## src/rtl/demux_frame_router.sv

```systemverilog
// Serial frame front-end for a 1-to-4 demultiplexer with enable.
// Receives a start pulse, a 2-bit MSB-first destination address and then
// PAYLOAD_LEN payload bits, and drives the demux x/en/sel controls so that
// each payload bit reaches only the addressed channel.
module demux_frame_router #(
  parameter int PAYLOAD_LEN = 8
) (
  input  logic       clk,
  input  logic       rst,
  input  logic       start,
  input  logic       abort,
  input  logic       din,
  input  logic       din_valid,
  output logic       x,
  output logic       en,
  output logic [1:0] sel,
  output logic       busy,
  output logic       done
);

  localparam int CW = $clog2(PAYLOAD_LEN + 1);
  localparam logic [CW-1:0] ADDR_LAST    = CW'(1);
  localparam logic [CW-1:0] PAYLOAD_LAST = CW'(PAYLOAD_LEN - 1);

  typedef enum logic [1:0] {
    IDLE    = 2'd0,
    ADDR    = 2'd1,
    PAYLOAD = 2'd2,
    DONE    = 2'd3
  } state_t;

  state_t        state, state_n;
  logic          x_n, en_n;
  logic [1:0]    sel_n;
  logic [1:0]    addr, addr_n;
  logic [CW-1:0] cnt, cnt_n;

  // State and datapath registers; every demux control comes straight from a flop.
  // NOTE: sequential state uses non-blocking assignments so all flops update
  // from the same pre-edge values, regardless of statement order.
  always_ff @(posedge clk or posedge rst) begin
    if (rst) begin
      state <= IDLE;
      x     <= 1'b0;
      en    <= 1'b0;
      sel   <= 2'b00;
      addr  <= 2'b00;
      cnt   <= '0;
    end else begin
      state <= state_n;
      x     <= x_n;
      en    <= en_n;
      sel   <= sel_n;
      addr  <= addr_n;
      cnt   <= cnt_n;
    end
  end

  // Next-state and next-output logic; abort overrides everything else.
  // NOTE: every signal gets a hold default first so no path leaves one
  // unassigned, which would otherwise infer a latch.
  always_comb begin
    state_n = state;
    x_n     = x;
    en_n    = en;
    sel_n   = sel;
    addr_n  = addr;
    cnt_n   = cnt;
    if (abort) begin
      // Address is deliberately kept; sel keeps pointing at the last channel.
      state_n = IDLE;
      en_n    = 1'b0;
      x_n     = 1'b0;
      cnt_n   = '0;
    end else begin
      unique case (state)
        IDLE: begin
          if (start) begin
            state_n = ADDR;
            cnt_n   = '0;
          end
        end
        ADDR: begin
          if (din_valid) begin
            addr_n = {addr[0], din};
            if (cnt == ADDR_LAST) begin
              state_n = PAYLOAD;
              cnt_n   = '0;
            end else begin
              cnt_n = cnt + CW'(1);
            end
          end
        end
        PAYLOAD: begin
          if (din_valid) begin
            // sel only ever changes together with en=1 and always to this
            // frame's address, so no other channel sees an enable.
            x_n   = din;
            en_n  = 1'b1;
            sel_n = addr;
            cnt_n = cnt + CW'(1);
            if (cnt == PAYLOAD_LAST) state_n = DONE;
          end else begin
            en_n = 1'b0;
            x_n  = 1'b0;
          end
        end
        DONE: begin
          state_n = IDLE;
          en_n    = 1'b0;
          x_n     = 1'b0;
        end
        default: state_n = IDLE;
      endcase
    end
  end

  assign busy = (state != IDLE);
  assign done = (state == DONE);

endmodule

```

## config.mk

```make
export PLATFORM = sky130hd
export DESIGN_NAME = demux_frame_router
export DESIGN_NICKNAME = d
export VERILOG_FILES = /design/src/rtl/demux_frame_router.sv
export SDC_FILE = /design/constraint.sdc
export NUM_CORES = 1
export LEC_CHECK = 0
export CAP_MARGIN = 0
export CORE_UTILIZATION = 35
export DETAILED_ROUTE_END_ITERATION = 12
export PLACE_DENSITY = 0.54
export REMOVE_ABC_BUFFERS = 1
export SKIP_LAST_GASP = 1
export SLEW_MARGIN = 5
export SYNTH_ARGS = -nofsm -noshare
export SYNTH_HDL_FRONTEND = slang
export SYNTH_SLANG_ARGS = --single-unit
```

## constraint.sdc

```tcl
create_clock -name clk -period 5.1 [get_ports clk]
set_input_delay 1.02 -clock clk [delete_from_list [all_inputs] [get_ports clk]]
set_output_delay 1.02 -clock clk [all_outputs]
set_load 0.005 [all_outputs]
```

Yosys cells after proc, flatten, opt, wreduce, memory -nomap -nowiden
Index checks and enable logic that the tools add are counted.
{ "word_totals": {"register_bits": 12, "inputBits": 6, "out_inout_bits": 6, "wordCells": 45} }
{ "classes": {"add_sub_neg": 1, "n_eq_ne": 10, "n_mux": 19, "bitwise": 1, "reduce_logical": 8} }
{ "ops": {"columns": ["cell", "count"], "rows": [
  ["$mux W4", 5],
  ["$ne A3 B3 Y1 const B", 5],
  ["$mux W2", 6],
  ["$pmux W4 S3", 1],
  ["$pmux W2 S4", 1],
  ["$reduce_and A3 Y1", 2],
  ["$reduce_and A5 Y1", 1],
  ["$add A4 B1 Y4 const B", 1],
  ["$eq A2 B2 Y1 const B", 2],
  ["$eq A4 B1 Y1 const B", 1],
  ["$eq A4 B3 Y1 const B", 1],
  ["$mux W1", 4],
  ["$pmux W1 S2", 2],
  ["$reduce_and A4 Y1", 1],
  ["$reduce_bool A4 Y1", 1],
  ["$reduce_bool A3 Y1", 1],
  ["$eq A2 B1 Y1 const B", 1],
  ["$logic_not A2 Y1", 1],
  ["$reduce_bool A2 Y1", 1],
  ["$not A1 Y1", 1]
]} }

Depth between registers and ports, before layout
{ "depth": {"ltp_word": 5, "ltp_mapped": 6, "depth_no_buf": 6} }

Worst setup path after synthesis
OpenSTA, ideal clock, no wires.
{ "synth_timing": {"path_kind": "input -> register", "startpoint": "in start", "endpoint": "reg cnt[2]", "arrival_ns": 1.911, "slack_ns": 3.063, "stages": 4, "path_buffers": 0, "cell_sequence": "mux2_4 a21oi_4 and4bb_1 a221o_1"} }
{ "synth_via": {"elab_chain_cells": 2} }
{ "synth_lines": {"columns": ["item", "line_no", "text"], "rows": [
  ["start: declaration", "10", "input logic start,"],
  ["$ne A3 B3 Y1 (no source line)", null, null],
  ["$reduce_and A4 Y1 (no source line)", null, null],
  ["end signal: assignment", "55", "cnt <= cnt_n;"],
  ["end: declaration", "36", "logic [CW-1:0] cnt, cnt_n;"]
]} }
Every way passes these cells.
A chain may end at the register's enable or synchronous reset.

Worst setup path in the final report
{ "layout_timing": {"startpoint": "reg state[1]", "endpoint": "out busy"} }
{ "layout_via": {"elab_chain_cells": 1} }
{ "layout_lines": {"columns": ["item", "line_no", "text"], "rows": [
  ["start: declaration", "32", "state_t state, state_n;"],
  ["start signal: assignment", "50", "state <= state_n;"],
  ["$reduce_bool A2 Y1", "118", "assign busy = (state != IDLE);"],
  ["end: declaration", "17", "output logic busy,"]
]} }
Every way passes these cells.

==> summary.txt <==
Run status
  – Run status: finished clean

Worst setup path
  – Critical path type: reg -> out
  – Crit end category: output pin
  – Worst Path Arrival: 1.64 ns
  – Critical Path RT: 4.08 ns
  – CP startpoint kind: register
  – CP Max Fanout: 6

STA
  – Setup violations, final: 0
  – Crit path time final: 2.66 ns
  – Sum Neg Setup Slack: 0 ns
  – Fin crit share: 52.1%
  – Achievable Freq: 377 MHz
  – Slew Viols, Final: 0
  – Clock Skew: 0.00658 ns
  – Count of final hold-check violations: 0
  – Slew at the pin with the worst max-slew slack: 0.466 ns
  – RSZ-0062 raised after global routing: no
  – Hold slack: 0.511 ns
  – Max transition margin: 68.9%

Routing
  – Post-route DRC: 0
  – Vias per std cell: 4.68
  – Routed length per instance: 11.9 microns
  – Overall via count from detail_route: 487
  – DRT Wirelength: 1240 microns
  – ANT nets after route: 0
  – 1st-iter DRT viols: 1
  – Drt pass-1 iters: 3

Synthesis
  – Top cells by area, synth: dfrtp_1 43%, ha_1 11%, mux2_2 6.4%
  – Top cell type's share of synthesized area: 42.6%
  – Yosys warnings: 0
  – Post-synthesis sequential area ratio: 42.6%
  – Mean post-synth cell area: 11.0 sq um
  – Cell taking the most area after synthesis: dfrtp_1
  – Yosys cell types: 25
  – Mapped Cells: 64
  – Yosys reg bits: 12
  – Syn Std Cell Area: 706 sq um

Flow run
  – Max-capacitance violation count: 0

Floorplan
  – Die height: 46.9 microns
  – Initial Util: 39.2%
  – Chip Width: 46.9 microns
  – Core footprint: 0.00180 sq mm
  – Ports: 12
  – Row cnt: 15
  – Full die area: 0.00220 sq mm

Finish
  – Layout Nets: 92
  – Commonest non-fill, non-tap cells in the layout: 12 x dfrtp_1, 11 x clkdlybuf4s50_1, 6 x nand2_1, 6 x inv_1, 6 x ha_1
  – Commonest non-fill, non-tap cell in the layout: dfrtp_1
  – Diodes inserted: 0
  – Design Area, Final: 883 sq um
  – Multi-input logic area: 383 sq um
  – Register area: 300 sq um
  – Layout area overhead: 25.2%
  – Filler cells: 186
  – Layout cells sized above 1: 16.5%
  – Finished Layout Cells: 104

Clocking
  – Clk sink count: 12
  – CTS Buf Count: 3
  – CTS tree: done
  – CTS H-tree lvls: 1
  – Post-CTS sizing: 0
  – CTS root buf: clkbuf_4
  – CTS Buffer Depth: 2
  – CTS clock-pin slew for the worst setup and hold paths: 0.08 ns
  – Worst skew pair latency: 0.27 ns
  – # Post-CTS Setup Buffers: 0
  – CTS hold repair buffers: 0

Power
  – Leak Pwr: 0.000394 uW
  – Power consumption: 404 uW
  – PwrDens: 458 mW/mm^2
  – VDD IR max: 0.197 mV

Place
  – Port Buffers: 11
  – Post-detail-place hpwl: 972 microns
  – Cell area after placement: 847 sq um
  – Placed Instances: 100
  – Final GP Congestion: 0.670

Worst hold path
  – Hold Crit Class: reg -> reg

Global route
  – First-pass GRT wire length: 2070 microns
  – Vias in the first global route: 443
  – Overflow left after global routing: 0
  – Largest net degree at the start of global routing: 13
  – Initial antenna violation count: 0
  – GRT Total Usage: 13.7%
layer usage:
metal,part of all wire (%),GRT usage (%),vias up
li1,-,-,256
met1,52,20.6,221
met2,42,17.8,8
met3,4.7,5.77,2
met4,1.1,3.43,0
met5,0,0,-
kinds of logic (layout without fill, tap and decap cells):
logic type      Yosys count  in the layout  synth area share [%]
simple gates             23             23                  20.4
flops                    12             12                  42.6
compound gates           10             10                  11.9
fa+ha+maj                 6              6                  10.6
buf+inv                   6             21                  3.19
mux                       7              7                  11.3
cells in the mapped netlist:
master / instances
and2b_1: 1
nand2_1: 6
mux2i_1: 2
a21oi_1: 1
mux2_4: 1
nor2b_1: 2
and4bb_1: 1
a221o_1: 1
inv_1: 6
dfrtp_1: 12
o21bai_1: 1
o21ai_0: 3
and2_1: 1
nor4bb_1: 1
o311ai_2: 1
nand3_1: 3
a211oi_1: 1
a31oi_1: 1
nor2_1: 4
nor3_1: 1
mux2_2: 4
ha_1: 6
nor4b_2: 2
or2b_1: 1
a21oi_4: 1
where the power goes:
part / internal [uW] / switching, uW
Combinational: 103 / 85.5
Sequential: 121 / 19.9
Clock: 43.3 / 32.4
critical path: stages, from the launching register on:
cell and delay (ns):
dfrtp_1 0.46, inv_1 0.11, ha_1 0.24, inv_1 0.06, clkdlybuf4s50_1 0.48
state kept, by name (all words and copies together), names as in the netlist:
| name | cells |
|---|---|
| cnt | 4 |
| sel | 2 |
| state | 2 |
| x | 1 |
| addr | 2 |
| en | 1 |
metrics by stage:
stage | util [%] | worst slack [ns]
after floorplan | - | 3.06
after global placement | 47.0 | 2.57
after detailed placement | 47.0 | 2.54
after CTS | 49.0 | 2.44
after global routing | 49.0 | 2.35
final | 49.0 | 2.44
path summary, 6_finish.rpt:
| path | to | from | cells past startpoint | slack [ns] |
|---|---|---|---|---|
| worst min-delay path | sel[1] | addr[1] | 1 | 0.51 |
| worst min register to register | sel[1] | addr[1] | 1 | 0.51 |
| min in group asynchronous | state[1] | rst | 2 | 1.05 |
| max in group asynchronous | en | rst | 2 | 3.73 |
| worst max register to register | cnt[2] | state[1] | 6 | 3.12 |
| worst max-delay path | busy | state[1] | 4 | 2.44 |
area by class of cell:
cell class,count,share of cell area (%)
tap,25,3.54
sequential,12,34.0
inverter,6,2.55
clock buffer,4,4.11
timing repair buffer,11,12.5
multi-input combinational,46,43.3
No activity file was read; power rests on OpenSTA's default activity.
==> variant 1 (config.mk and constraints unchanged) <==
Make the reset (`rst`) synchronous in one clocked block.
--- a/src/rtl/demux_frame_router.sv
+++ b/src/rtl/demux_frame_router.sv
@@ -38,7 +38,7 @@
   // State and datapath registers; every demux control comes straight from a flop.
   // NOTE: sequential state uses non-blocking assignments so all flops update
   // from the same pre-edge values, regardless of statement order.
-  always_ff @(posedge clk or posedge rst) begin
+  always_ff @(posedge clk) begin
     if (rst) begin
       state <= IDLE;
       x     <= 1'b0;
Function: differs if rst is asserted again (counterexample within 4 cycles, from zero or initial values and one cycle with rst high); with rst held inactive, the same outputs for 10 cycles.
==> variant 1 against the original RTL <==
  * Setup slack better by 0.13 ns
  * Cell count is 8.7% higher
  * Clock skew hardly changed
  * Register-to-register slack better by 0.12 ns
  * Synthesized area is 5.1% lower
  * Highest routed layer is now met3
  * Maximum frequency is 5.0% higher
  * Wire length is 2.3% higher
  * Final area is 7.4% lower
  * Sequential cell count stayed put
Power is not compared: it rests on default switching activity, and its combinational part moved more than twofold at a synthesized area within 25%.
==> variant 1: results (changes against the original RTL) <==
INFO  metric status = completed (unchanged)
INFO  metric via_count_of_the_first_global_routing_pass = 496 (was 443)
INFO  metric postSynth.asyncResetShare = 0% (was 100%)
INFO  metric maxSlewHeadroom = 67.0% (was 68.9%)
INFO  metric hpwlAfterDp = 933 um (was 972 um)
INFO  metric num-nets-final = 102 (was 92)
INFO  metric grt_first_pass_wirelength = 2.15 mm (was 2.07 mm)
INFO  metric placer_s_final_routability_congestion_estimate = 0.725 (was 0.670)
INFO  metric final_layout_size_suffix_gt1_share = 9.09% (was 16.5%)
INFO  metric grt_use_met2 = 21.7% (was 17.8%)
INFO  metric use_met1 = 18.6% (was 20.6%)
INFO  metric max_clock_skew = 0.00627 ns (was 0.00658 ns)
INFO  metric detailedRoute.firstIterationViolations = 9 (was 1)
INFO  metric critical_path_peak_fanout = 3 (was 6)
INFO  metric register_name_with_the_most_flops = cnt (unchanged)
INFO  metric met3WireLength = 46 um (was 58 um)
INFO  metric grt_util_all_layers = 14.1% (was 13.7%)
INFO  metric grt_start_max_net_pins = 12 (was 13)
INFO  metric avgRoutedWirePerCell = 11.2 um (was 11.9 um)
INFO  metric postSynth.topFlopCell = dfxtp_1 (was dfrtp_1)
INFO  metric worstPathArrival = 1.51 ns (was 1.64 ns)
INFO  metric vias_per_cell = 4.87 (was 4.68)
INFO  metric synthTopCellsByCount = dfxtp_1 (12), a21oi_1 (8), nand2_1 (8) (was dfrtp_1 (12), ha_1 (6), inv_1 (6), nand2_1 (6))
INFO  metric wl_met1 = 652 um (was 648 um)
INFO  metric synth_cell_type_count = 28 (was 25)
INFO  metric post_synth_main_area_contributors = dfxtp_1 (36%), ha_1 (11%), a21oi_1 (6.0%) (was dfrtp_1 (43%), ha_1 (11%), mux2_2 (6.4%))
INFO  metric met2_wirelength = 568 um (was 518 um)
INFO  metric fill_cells = 187 (was 186)
INFO  metric globalRouteMet3Util = 6.35% (was 5.77%)
INFO  metric top_signal_layer_used = met3 (was met4)
INFO  metric seq_area_frac_synth = 35.9% (was 42.6%)
## variant 1: cell types whose count changed in the layout (fill, tap and decap cells not counted), moves of 3 or more
cell / change
dfrtp_1: -12
a21oi_1: +7
dfxtp_1: +12
nand3_1: +3
nor3_1: +4
mux2_2: -4
## variant 1: cells by family (layout without fill, tap and decap cells)
logic type	count (synthesis)	after routing	share of synthesized area, %
AO/OA/AOI/OAI	15	15	15.9
adder cells (fa/ha/maj)	6	6	11.2
buffers and inverters	7	19	5.05
flip-flops	12	12	35.9
multiplexers	2	2	2.99
AND/OR/NAND/NOR	34	34	29.0
## variant 1: worst register-to-register path: cells and delay by family, from the launching register on
family          cells  cell delay [ns]
compound gates      2             0.27
flops               1             0.38
fa+ha+maj           1             0.37
buf+inv             1             0.09
simple gates        2             0.63
## variant 1: stage by stage
step | cells | hold slack, ns | util, % | setup WS (ns) | cell area (um^2)
final | 113 | 0.456 | 46.4 | 2.57 | 818
after global placement | 110 | 0.448 | 45.1 | 2.71 | 796
after detailed placement | 110 | 0.449 | 45.1 | 2.68 | 796
after global routing | 113 | 0.484 | 46.4 | 2.50 | 818
after CTS | 113 | 0.460 | 46.4 | 2.56 | 818
after floorplan | 74 | 0.431 | - | 3.28 | 654
## variant 1: final timing paths
| check | startpoint | endpoint | slack (ns) |
|---|---|---|---|
| max | state[0] | busy | 2.57 |
| min | addr[1] | addr[1] | 0.46 |
| max reg2reg | state[0] | state[0] | 3.24 |
| min reg2reg | addr[1] | addr[1] | 0.46 |
## variant 1: final cells by class
class / count / area, um^2 / share of cell area, %
clock buffers: 3 / 22.5 / 2.75
repair buffers: 11 / 110 / 13.5
multi-input cells: 57 / 395 / 48.3
inverters: 5 / 18.8 / 2.29
flip-flops and latches: 12 / 240 / 29.4
well taps: 25 / 31.3 / 3.82
==> variant 2 (same settings) <==
Without the edit above. Set the parameter `PAYLOAD_LEN` to 16 (it was 8).
--- a/src/rtl/demux_frame_router.sv
+++ b/src/rtl/demux_frame_router.sv
@@ -3,7 +3,7 @@
 // PAYLOAD_LEN payload bits, and drives the demux x/en/sel controls so that
 // each payload bit reaches only the addressed channel.
 module demux_frame_router #(
-  parameter int PAYLOAD_LEN = 8
+  parameter int PAYLOAD_LEN = 16
 ) (
   input  logic       clk,
   input  logic       rst,
Behaviour: no difference found for any inputs over 10 cycles, from zero or initial values and one cycle with rst high; that may be too few to reach the edited logic, so the function may still have changed.
==> variant 2 against the original RTL <==
  * Global-route usage decreased by 1.1 points
  * Sequential cell count up 1
  * Power shrank 8.2%
  * Wire length fell by 2.2%
  * Synthesized area up 5.1%
  * Utilization is 3.2 points lower
  * Final area up 2.8%
  * Setup slack improved by 0.078 ns
  * Critical path type unchanged
  * Largest cell class unchanged
==> variant 2: results (changes against the original RTL) <==
INFO  metric postSynth.asyncResetShare = 100% (unchanged)
INFO  metric grt_util_all_layers = 12.6% (was 13.7%)
INFO  metric num-nets-final = 97 (was 92)
INFO  metric max_clock_skew = 0.00140 ns (was 0.00658 ns)
INFO  metric seq_area_frac_synth = 43.8% (was 42.6%)
INFO  metric final_layout_size_suffix_gt1_share = 8.43% (was 16.5%)
INFO  metric placed_cell_area = 882 um^2 (was 847 um^2)
INFO  metric grt_use_met2 = 20.0% (was 17.8%)
INFO  metric cts.clk_slew.worst_paths = 0.08 ns (about the same)
INFO  metric reg2reg_setup_slack = 3.16 ns (was 3.12 ns)
INFO  metric largest_register_ff_count = 5 (was 4)
INFO  metric vdd.ir_drop.worst = 0.000242 V (was 0.000197 V)
INFO  metric worstReg2RegEnd = state[1] (was cnt[2])
INFO  metric use_met1 = 16.8% (was 20.6%)
INFO  metric grt_first_pass_wirelength = 1.99 mm (was 2.07 mm)
INFO  metric leakagePower = 0.409 nW (was 0.394 nW)
INFO  metric max_stage_delay = 0.50 ns (was 0.48 ns)
INFO  metric critical_path_peak_fanout = 4 (was 6)
INFO  metric wl = 1.21 mm (was 1.24 mm)
INFO  metric synthTopCellsByCount = dfrtp_1 (13), ha_1 (7), mux2_1 (7) (was dfrtp_1 (12), ha_1 (6), inv_1 (6), nand2_1 (6))
INFO  metric dr_total_vias = 517 (was 487)
INFO  metric drt_pass1_iterations = 4 (was 3)
INFO  metric post_synth_main_area_contributors = dfrtp_1 (44%), ha_1 (12%), mux2_1 (11%) (was dfrtp_1 (43%), ha_1 (11%), mux2_2 (6.4%))
INFO  metric via_count_of_the_first_global_routing_pass = 489 (was 443)
INFO  metric globalRouteMet3Util = 3.40% (was 5.77%)
INFO  metric detailedRoute.firstIterationViolations = 7 (was 1)
INFO  metric status = completed (unchanged)
INFO  metric worstPathArrival = 1.56 ns (was 1.64 ns)
INFO  metric grt_start_max_net_pins = 14 (was 13)
variant 2: layout make-up:
cell class	instances	area [um^2]
clock buffers	4	26.3
inverters	7	26.3
fillers	197	1070
repair buffers	11	110
flip-flops and latches	13	325
well taps	27	33.8
multi-input cells	48	387
variant 2: worst max-delay path by stage:
stage,from,to,cells after the start
2_1_floorplan,start,cnt[3],4
3_3_place_gp,din_valid,state[1],5
3_5_place_dp,din_valid,state[1],5
4_1_cts,state[0],busy,4
5_1_grt,state[0],busy,4
6_report,state[0],busy,4
variant 2: stage by stage:
stage / cells / hold slack [ns] / power (W) / setup WS, ns
after floorplan: 68 / 0.454 / 0.000256 / 3.13
after global placement: 106 / 0.475 / 0.000313 / 2.48
after detailed placement: 106 / 0.470 / 0.000314 / 2.49
after CTS: 110 / 0.488 / 0.000377 / 2.50
after global routing: 110 / 0.530 / 0.000401 / 2.41
final: 110 / 0.485 / 0.000371 / 2.52
variant 2: worst register-to-register path, stage by stage (launching register included):
cell and delay [ns]:
dfrtp_1 0.41, inv_1 0.10, ha_1 0.32, o21bai_1 0.24
o21ai_0 0.18, a221oi_4 0.24, mux2_1 0.34
variant 2: layer usage:
| metal | vias to the layer above | share of wire [%] |
|---|---|---|
| met5 | - | 0 |
| met4 | 0 | 0.58 |
| met3 | 2 | 3.9 |
| met2 | 11 | 46 |
| met1 | 240 | 49 |
| li1 | 264 | - |
variant 2: report_power, final:
| part | switching, W | internal (W) |
|---|---|---|
| logic | 0.0000749 | 0.0000903 |
| registers | 0.0000168 | 0.000128 |
| clock network | 0.0000308 | 0.0000302 |
| total | 0.000123 | 0.000249 |
variant 2: kinds of logic (layout without fill, tap and decap cells):
family,Yosys count,after routing,synth area share (%)
simple gates,20,20,14.7
flops,13,13,43.8
compound gates,12,12,12.5
mux,8,8,12.0
buf+inv,8,22,4.05
fa+ha+maj,7,7,11.8
xor+xnor,1,1,1.18
